==> config.mk <==
export PLATFORM = sky130hd
export DESIGN_NAME = result_drain
export DESIGN_NICKNAME = d
export VERILOG_FILES = /design/src/rtl/result_drain.sv
export SDC_FILE = /design/constraint.sdc
export NUM_CORES = 1
export LEC_CHECK = 0
export ABC_CLOCK_PERIOD_IN_PS = 11700
export CAP_MARGIN = 20
export CORE_MARGIN = 1.5
export CORE_UTILIZATION = 37
export DETAILED_ROUTE_END_ITERATION = 8
export PLACE_DENSITY_LB_ADDON = 0.15
export SLEW_MARGIN = 20
export SYNTH_ARGS = -nofsm -noshare
export SYNTH_HDL_FRONTEND = slang
export SYNTH_SLANG_ARGS = --single-unit
==> constraint.sdc <==
create_clock -name clk -period 11.7 [get_ports clk]
set_input_delay 3.51 -clock clk [delete_from_list [all_inputs] [get_ports clk]]
set_output_delay 3.51 -clock clk [all_outputs]
set_load 0.01 [all_outputs]
==> src/rtl/result_drain.sv <==
// Drains collector result elements over a four-phase handshake into a FIFO and
// re-emits them as a valid/ready stream, closing each multiply with a ticks trailer.
module result_drain #(
  parameter int FIFO_DEPTH = 8,
  parameter int NUM_ELEMS  = 256,
  parameter int MAT_DIM    = 16
) (
  input  logic        clk,
  input  logic        reset,
  input  logic        elem_rdy,
  input  logic [31:0] acc,
  input  logic [4:0]  rrow,
  input  logic [4:0]  rcol,
  input  logic        mm_done,
  input  logic [31:0] ticks,
  output logic        ack_elem,
  output logic        ack_ticks,
  output logic [31:0] dout,
  output logic [4:0]  dout_row,
  output logic [4:0]  dout_col,
  output logic        dout_last,
  output logic        dout_valid,
  input  logic        dout_ready,
  output logic        count_err,
  output logic        order_err
);

  localparam int AW = $clog2(FIFO_DEPTH);
  localparam int CW = AW + 1;

  typedef enum logic {I_IDLE, I_ACK} istate_t;
  typedef enum logic {T_RUN, T_ACK} tstate_t;

  istate_t        istate_q, istate_d;
  tstate_t        tstate_q, tstate_d;
  logic [AW-1:0]  wptr_q, wptr_d;
  logic [AW-1:0]  rptr_q, rptr_d;
  logic [CW-1:0]  occ_q, occ_d;
  logic [8:0]     elem_cnt_q, elem_cnt_d;
  logic [4:0]     exp_row_q, exp_row_d;
  logic [4:0]     exp_col_q, exp_col_d;
  logic           count_err_q, count_err_d;
  logic           order_err_q, order_err_d;
  logic [42:0]    mem_q [FIFO_DEPTH];

  logic        full, empty, pop, elem_push, trl_push, push;
  logic [42:0] push_word, head;

  assign full  = (occ_q == CW'(FIFO_DEPTH));
  assign empty = (occ_q == '0);
  assign pop   = !empty && dout_ready;

  // The intake and the trailer are mutually exclusive through elem_rdy, so the
  // element always wins without an explicit arbiter.
  assign elem_push = (istate_q == I_IDLE) && elem_rdy && !full;
  assign trl_push  = (tstate_q == T_RUN) && mm_done && (istate_q == I_IDLE)
                     && !elem_rdy && !full;
  assign push      = elem_push || trl_push;
  assign push_word = elem_push ? {1'b0, rrow, rcol, acc} : {1'b1, 10'd0, ticks};

  always_comb begin
    istate_d    = istate_q;
    tstate_d    = tstate_q;
    wptr_d      = wptr_q;
    rptr_d      = rptr_q;
    occ_d       = occ_q;
    elem_cnt_d  = elem_cnt_q;
    exp_row_d   = exp_row_q;
    exp_col_d   = exp_col_q;
    count_err_d = count_err_q;
    order_err_d = order_err_q;

    case (istate_q)
      I_IDLE: if (elem_push) istate_d = I_ACK;
      I_ACK:  if (!elem_rdy) istate_d = I_IDLE;
      default: istate_d = I_IDLE;
    endcase

    if (push) wptr_d = wptr_q + AW'(1);
    if (pop)  rptr_d = rptr_q + AW'(1);
    case ({push, pop})
      2'b10:   occ_d = occ_q + CW'(1);
      2'b01:   occ_d = occ_q - CW'(1);
      default: occ_d = occ_q;
    endcase

    // Expected raster position advances on every element, even a misplaced one.
    if (elem_push) begin
      elem_cnt_d = elem_cnt_q + 9'd1;
      if (rrow != exp_row_q || rcol != exp_col_q) order_err_d = 1'b1;
      if (exp_col_q == 5'(MAT_DIM - 1)) begin
        exp_col_d = '0;
        exp_row_d = exp_row_q + 5'd1;
      end else begin
        exp_col_d = exp_col_q + 5'd1;
      end
    end

    case (tstate_q)
      T_RUN: begin
        if (trl_push) begin
          tstate_d = T_ACK;
          if (elem_cnt_q != 9'(NUM_ELEMS)) count_err_d = 1'b1;
        end
      end
      T_ACK: begin
        if (!mm_done) begin
          tstate_d   = T_RUN;
          elem_cnt_d = '0;
          exp_row_d  = '0;
          exp_col_d  = '0;
        end
      end
      default: tstate_d = T_RUN;
    endcase
  end

  always_ff @(posedge clk or posedge reset) begin
    if (reset) begin
      istate_q    <= I_IDLE;
      tstate_q    <= T_RUN;
      wptr_q      <= '0;
      rptr_q      <= '0;
      occ_q       <= '0;
      elem_cnt_q  <= '0;
      exp_row_q   <= '0;
      exp_col_q   <= '0;
      count_err_q <= 1'b0;
      order_err_q <= 1'b0;
    end else begin
      istate_q    <= istate_d;
      tstate_q    <= tstate_d;
      wptr_q      <= wptr_d;
      rptr_q      <= rptr_d;
      occ_q       <= occ_d;
      elem_cnt_q  <= elem_cnt_d;
      exp_row_q   <= exp_row_d;
      exp_col_q   <= exp_col_d;
      count_err_q <= count_err_d;
      order_err_q <= order_err_d;
    end
  end

  // Storage needs no reset: stale entries are unreachable once occupancy is zero.
  always_ff @(posedge clk) begin
    if (push) mem_q[wptr_q] <= push_word;
  end

  assign head       = empty ? 43'd0 : mem_q[rptr_q];
  assign dout       = head[31:0];
  assign dout_col   = head[36:32];
  assign dout_row   = head[41:37];
  assign dout_last  = head[42];
  assign dout_valid = !empty;
  assign ack_elem   = (istate_q == I_ACK);
  assign ack_ticks  = (tstate_q == T_ACK);
  assign count_err  = count_err_q;
  assign order_err  = order_err_q;

endmodule

### Yosys cells after proc, flatten, opt, wreduce, memory -nomap -nowiden

Memories as Yosys holds them, arrays and structs flattened.
Cells that the tools add are included.

| storage, ports and cells | value |
|---|---|
| register bits after elaboration | 33 |
| bits in writable memories | 344 |
| bits of input ports | 79 |
| output and inout bits | 48 |
| word-level logic and storage cells | 65 |
| memories | 1 |

Memories:

| name | depth | bits a word | read ports | clocked after Yosys merged registers in | write ports | RTL line | source |
|---|---|---|---|---|---|---|---|
| mem_q | 8 | 43 | 1 | 0 | 1 | 44 | `logic [42:0] mem_q [FIFO_DEPTH];` |

| cells by class | value |
|---|---|
| add/sub/neg operators | 7 |
| equal/unequal tests | 7 |
| mux-type cells | 22 |
| bitwise gates (word level) | 2 |
| reduce and logical (&&, ||, !) cells | 16 |

Operators with widths:

| operator | count |
|---|---|
| 2-to-1 mux 43 bit | 2 |
| 2-to-1 mux 5 bit | 8 |
| 2-to-1 mux 9 bit | 3 |
| adder 5 x 1 -> 5 bit, second input constant | 2 |
| != test 5 bit | 2 |
| adder 9 x 1 -> 9 bit, second input constant | 1 |
| != test 9 bit, second input constant | 1 |
| case mux 4 bit (2 select lines) | 1 |
| logical AND 1 bit | 7 |
| adder 3 x 1 -> 3 bit, second input constant | 2 |
| 2-to-1 mux 1 bit | 6 |
| equality test 5 x 4 -> 1 bit, second input constant | 1 |
| adder 4 x 1 -> 4 bit, second input constant | 1 |
| equality test 4 bit, second input constant | 1 |
| zero test 4 bit | 1 |
| case mux 1 bit (2 select lines) | 2 |
| subtractor 4 x 1 -> 4 bit, second input constant | 1 |
| zero test 1 bit | 3 |
| AND reduction 3 bit | 1 |
| equality test 2 x 1 -> 1 bit, second input constant | 1 |
| equality test 2 bit, second input constant | 1 |
| logical OR 1 bit | 2 |
| NOT 1 bit | 2 |
| AND reduction 2 bit | 1 |
| nonzero test 2 bit | 1 |

### Depth between registers and ports, before layout

Gate-level depths: netlist of run 1.

| logic depth | value |
|---|---|
| depth after elaboration | 8 |
| mapped depth | 12 |
| gate-level depth less buffers | 10 |

### Worst setup path after synthesis of run 1

OpenSTA, ideal clock, no wires.

| timing path | value |
|---|---|
| kind | input to register |
| start point | in mm_done |
| end point | mem mem_q[0][0] (enable) |
| library setup time | 0.497 ns |
| arrival time | 7.082 ns |
| setup slack | 4.121 ns |
| cell stages on the path | 4 |
| cells stage by stage | nand2b_1 a211oi_2 nand2b_1 nor3_1 |

| on the way | value |
|---|---|
| word-level cells in the longest chain between the ends | 7 |

RTL lines:

| what | RTL line | source |
|---|---|---|
| start, declared | 14 | `input logic mm_done,` |
| logical AND 1 bit (2 in a row) | 56 | `assign trl_push = (tstate_q == T_RUN) && mm_done && (istate_q == I_IDLE)` |
| logical AND 1 bit (2 in a row) | 57 | `&& !elem_rdy && !full;` |
| logical OR 1 bit | 58 | `assign push = elem_push \|\| trl_push;` |
| 2-to-1 mux 1 bit | 146 | `if (push) mem_q[wptr_q] <= push_word;` |
| 2-to-1 mux 1 bit (implied by the code) | 146 |  |
| end, declared | 44 |  |

No other way between the ends.

### Final worst setup path of run 1

| timing path | value |
|---|---|
| start point | reg rptr_q[0] |
| end point | out dout_row[1] |

| on the way | value |
|---|---|
| word-level cells in the longest chain between the ends | 2 |

RTL lines:

| what | RTL line | source |
|---|---|---|
| start, declared | 37 | `logic [AW-1:0] rptr_q, rptr_d;` |
| start signal, assigned | 134 | `rptr_q <= rptr_d;` |
| memory (8 x 43 bit) | -- |  |
| 2-to-1 mux 43 bit | 149 | `assign head = empty ? 43'd0 : mem_q[rptr_q];` |
| end, declared | 19 | `output logic [4:0] dout_row,` |

No other way between the ends.

==> results.ini, run 1 <==
[drt]
drt_pre_antenna_iters=4
routed_via_density=5.03
drcViolationCount=0
first_iter_violations=456
vias=7818
drt-wirelength-per-cell_um=21.2
m1WireLength_um=15100
route.met2.wl_um=15900
drtAntennaViolNets=0
routed.top_layer=met4
wl_um=32900
dr_wl_met3_um=1410

[critical_path]
cp.arrival_ns=3.84
crit_chain=buf_4, mux4_2, mux2i_1, nor2_1, clkdlybuf4s50_1
required_ns=8.19
cp_slowest_cell=dfrtp_4
cp-end-kind=primary output
cp_max_fo=49
worstSetupPathType=flip-flop to primary output
critPathMaxStageDelay_ns=1.08
worstSetupStartpointType=flip-flop

[pwr]
p_per_area_nw_per_um2=239
total_power_mw=4.44
peakVddDrop_uv=115
p_leak_nw=6.41

[layout]
nets=1079
diodes=0
fin_util_pct=45.4
area_growth_pct=20.8
drive_above_1_share_pct=17.6
mostFrequentLayoutCells=344 x edfxtp_1, 126 x clkdlybuf4s50_1, 108 x nand2_1
final_cells=1555
layout_commonest_cell=edfxtp_1

[logic_synthesis]
ys_seq_area_share_pct=72.6
syn_avg_cell_area_um2=18.1
synth_fp_nets=939
ys_async_sr_fraction_pct=8.75
synth_ff_type=edfxtp_1
synth_seq_cells=377
synth_cells=851
yosysWarnings=0
synthesis.area_um2=15400
synth_edf_count=344
yosysUniqueCellTypes=45

[sta]
whs_ns=0.480
setup_viol=0
fin_crit_sh_pct=62.8
period_needed_ns=7.35
slew_viol_final=0
finalHoldViolCount=0
relSlewSlack_pct=33.8
maxClockFrequency_mhz=136
rsz0062_at_grt=no
skew_ns=0.0131
fin_tns_setup_ns=0
tightest_slew_ns=0.992

[clock_network]
cts_tree=yes
clk_path_buf_depth=3
clk-insertion-delay-late_ns=0.54
cts-htree-levels=2
root_buffer=clkbuf_16
clk_pin_slew_ns=0.06
cts_resized=0
clkSinkCount=377
ctsHoldBuffers=0
cts_buffers=41
post-cts-setup-buffer-count=0

[grt]
antenna_found_initial=0
grt_pass1_wl_um=49700
grt_pass1_vias=7941
grt_overflow=0
grt_max_degree=50
grt_use_total_pct=15.8

[floorplan]
fp.dieH_um=207
dieArea_um2=42800
fp.dieW_um=207
initial_core_util_pct=37.6
rows=74
coreArea_um2=40900
ios=127

[placement]
gp_congestion=0.719
portBuffers=126
dp_hpwl_um=18200
dp.cells=1480

[worst_hold_path]
hp-class=flip-flop to flip-flop

[run_status]
status=complete, no violations

[run]
drv_cap=0

[critical path, delay by kind of cell (launching register included)]
kind / cells / cell delay (ns)
and+or+nand+nor: 1 / 0.09
muxes: 2 / 0.76
DFF: 1 / 1.08
buffers and inverters: 2 / 1.28
[area by class of cell]
type	instances	area, um^2
fillers	3554	22400
flip-flops and latches	377	11200
multi-input cells	421	4030
repair buffers	143	1390
clock buffers	51	1070
well taps	532	666
clock inverters	24	215
inverters	7	26.3
[synthesized netlist by cell type (all sizes together) (3+ instances only)]
cell type | n | area share (%)
mux2i | 44 | 2.9
a21oi | 6 | 0.20
buf | 30 | 1.0
xor2 | 20 | 1.1
nor4 | 8 | 0.46
ha | 9 | 0.73
nand2 | 108 | 2.6
dfrtp | 33 | 5.4
edfxtp | 344 | 67
inv | 7 | 0.17
mux2 | 3 | 0.22
nor3 | 10 | 0.33
clkbuf | 16 | 0.39
nand3 | 6 | 0.20
nand2b | 6 | 0.24
nor2 | 68 | 1.7
xnor2 | 13 | 0.74
mux4 | 86 | 13
and3 | 11 | 0.45
[final timing paths]
check | startpoint | depth (start not counted) | endpoint | slack (ns)
max | rptr_q[0]$_DFFE_PP0P_ | 5 | dout_row[1] | 4.35
min | count_err$_DFFE_PP0P_ | 1 | count_err$_DFFE_PP0P_ | 0.48
max reg2reg | occ_q[1]$_DFFE_PP0P_ | 5 | mem_q[2][20]$_DFFE_PP_ | 8.54
min reg2reg | count_err$_DFFE_PP0P_ | 1 | count_err$_DFFE_PP0P_ | 0.48
max in group asynchronous | reset | 3 | rptr_q[1]$_DFFE_PP0P_ | 7.97
min in group asynchronous | reset | 3 | ack_ticks$_DFF_PP0_ | 3.37
[kinds of logic after synthesis]
group	share of synthesized area, %
buf+inv	1.61
mux	15.7
xor+xnor	1.88
fa+ha+maj	0.732
simple gates	6.97
compound gates	0.562
flops	72.6
[layer usage]
layer  up-vias  track usage, %
li1       3580               -
met1      4040            22.2
met2       157            25.6
met3        41            2.61
met4         0            4.29
met5         -               0
[where the power goes]
part           internal, mW  switching [mW]
combinational         0.713           0.654
clock                 0.721           0.516
sequential             1.68           0.154
[sequential cells by signal, indices dropped and copies added, names as in the netlist]
signal	cells
ack_elem	1
ack_ticks	1
count_err	1
elem_cnt_q	9
exp_col_q	5
exp_row_q	5
mem_q	344
occ_q	4
order_err	1
rptr_q	3
wptr_q	3
[stage by stage]
| step | instance area [um^2] | worst slack (ns) |
|---|---|---|
| floorplan | 15400 | 4.12 |
| global placement | 17300 | 4.75 |
| detailed placement | 17300 | 4.74 |
| CTS | 18600 | 4.16 |
| global route | 18600 | 3.97 |
| finish | 18600 | 4.35 |
No activity file was read; power rests on OpenSTA's default activity.
==> inputs of run 2 (changes only) <==
ABC_CLOCK_PERIOD_IN_PS = 7400   (was 11700)
clock period = 7.4 ns   (was 11.7 ns; I/O delays follow)
==> run 2 against run 1 <==
Compared with the run above:
- setup slack got worse by 2.6 ns
- global-route usage decreased by 0.13 points
- clock power increased by 48%
- critical endpoint is now dout[19]
- final cell count decreased by 0.39%
- worst hold slack got worse by 0.017 ns
- flip-flop and latch count unchanged
- via count decreased by 0.28%
- critical path type unchanged
- largest cell class unchanged
- register-to-register slack got worse by 4.3 ns
- sequential share of layout area increased by 0.19 points
==> results.ini, run 2 (synthesized netlist as in run 1, its figures left out) <==
[critical_path]
r2r_setup_slack_ns=4.26  ; -4.28 ns
worstReg2RegEnd=mem_q[3][23]$_DFFE_PP_
worstSetupPathType=flip-flop to primary output
worstSetupStartpointType=flip-flop
required_ns=5.18  ; -3.01 ns
cp.arrival_ns=3.41  ; -0.43 ns
r2r_cells=5  ; unchanged
cp-end-kind=primary output
cp_max_fo=31  ; -37%
reg2reg_from=occ_q[0]$_DFFE_PP0P_

[drt]
routed_via_density=5.03  ; +0.10%
drt_pre_antenna_iters=4  ; unchanged
wl_um=32500  ; -1.2%
first_iter_violations=473  ; +3.7%
drt-wirelength-per-cell_um=21.0  ; -0.80%
vias=7796  ; -0.28%
drcViolationCount=0  ; unchanged
drtAntennaViolNets=0  ; unchanged

[layout]
final_cells=1549  ; -0.39%
reg.largest.list=mem_q x344, elem_cnt_q x9
final_cell_area_um2=18500  ; -0.31%
drive_above_1_share_pct=17.5  ; -0.093 points
nets=1079  ; unchanged
regMostFlops=mem_q
diodes=0  ; unchanged
area_growth_pct=20.4
mostFrequentLayoutCells=344 x edfxtp_1, 126 x clkdlybuf4s50_1, 108 x nand2_1
layout_commonest_cell=edfxtp_1
largest_reg_flops=344  ; unchanged

[pwr]
peakVddDrop_uv=200  ; +74%
p_leak_nw=6.39  ; -0.37%
total_power_mw=6.93  ; +56%
p_per_area_nw_per_um2=374  ; +57%

[placement]
dp_hpwl_um=19200  ; +5.4%
gp_congestion=0.708  ; -1.6%
dp.cells=1481  ; +0.068%
portBuffers=126  ; unchanged
placed_cell_area_um2=17300  ; +0.19%

[sta]
fin_tns_setup_ns=0  ; unchanged
fin_crit_sh_pct=76.1
setup_viol=0  ; unchanged
maxClockFrequency_mhz=178
slew_viol_final=0  ; unchanged
finalHoldViolCount=0  ; unchanged
period_needed_ns=5.63
tightest_slew_ns=1.11  ; +0.122 ns
whs_ns=0.463  ; -0.0165 ns
rsz0062_at_grt=no
relSlewSlack_pct=25.7  ; -8.1 points
skew_ns=0.0161  ; +0.00301 ns

[grt]
grt_max_degree=60  ; +20%
grt_overflow=0  ; unchanged
grt_use_total_pct=15.7  ; -0.13 points
antenna_found_initial=0  ; unchanged
grt_pass1_wl_um=49700  ; about the same
grt_pass1_vias=8069  ; +1.6%

[floorplan]
coreArea_um2=40900  ; unchanged
fp.dieW_um=207  ; unchanged
initial_core_util_pct=37.6  ; unchanged
rows=74  ; unchanged
fp.dieH_um=207  ; unchanged
ios=127  ; unchanged
dieArea_um2=42800  ; unchanged

[clock_network]
cts_tree=yes
clk_pin_slew_ns=0.06  ; about the same
cts-htree-levels=2  ; unchanged
clk-insertion-delay-late_ns=0.53  ; about the same
cts_buffers=40  ; -2.4%
ctsHoldBuffers=0  ; unchanged
clkSinkCount=377  ; unchanged
post-cts-setup-buffer-count=0  ; unchanged
root_buffer=clkbuf_16
cts_resized=0  ; unchanged
clk_path_buf_depth=3  ; unchanged

[worst_hold_path]
worstHoldStart=count_err$_DFFE_PP0P_
hp-class=flip-flop to flip-flop
worstHoldPathCells=1  ; unchanged
hold_end=count_err$_DFFE_PP0P_

[run_status]
status=complete, no violations

[run]
drv_cap=0  ; unchanged

==> run 2: changes by cell type in the layout (fill, tap and decap cells not counted), moves of 2 or more <==
cell and delta:
bufinv_16 -2, inv_6 -2, clkinv_2 +3, buf_12 +2, clkinv_1 -4
==> run 2: per-stage QoR <==
step	setup WS [ns]	utilization, %
2_1_floorplan	1.11	-
3_3_place_gp	2.06	42.3
3_5_place_dp	2.04	42.3
4_1_cts	1.69	45.2
5_1_grt	1.53	45.2
6_report	1.77	45.2
==> run 2: critical path, stage by stage (launching register included) <==
cell and delay, ns:
dfrtp_4 0.84, buf_4 0.58, mux4_2 0.58, mux2i_1 0.28
nor2_1 0.07, clkdlybuf4s50_1 0.49
==> run 2: routing by layer <==
metal  track usage (%)  part of all wire, %
met3              2.06                  3.1
met5                 0                    0
met2              26.3                   50
met1              21.7                   45
met4              3.70                  1.6
==> run 2: cell type report <==
cell class              instances  area, um^2
clock buffers                  51        1080
repair buffers                144        1420
fillers                      3581       22400
clock inverters                17         114
inverters                       7        26.3
flip-flops and latches        377       11200
multi-input cells             421        4030
well taps                     532         666
==> run 2: where the power goes <==
group          leakage, nW  switching (mW)  total (mW)  internal (mW)
Clock                0.594           0.773        1.84           1.07
Combinational         2.24            1.00        2.14           1.14
Sequential            3.55           0.287        2.95           2.66
==> run 2: worst max-delay path by stage <==
stage	from	endpoint	slack, ns	cells after the start
finish	rptr_q[0]$_DFFE_PP0P_	dout[19]	1.77	5
global route	rptr_q[0]$_DFFE_PP0P_	dout[19]	1.53	5
CTS	rptr_q[0]$_DFFE_PP0P_	dout[19]	1.69	5
detailed placement	elem_rdy	mem_q[3][4]$_DFFE_PP_	2.04	6
global placement	elem_rdy	mem_q[3][5]$_DFFE_PP_	2.06	6
floorplan	mm_done	mem_q[0][0]$_DFFE_PP_	1.11	4
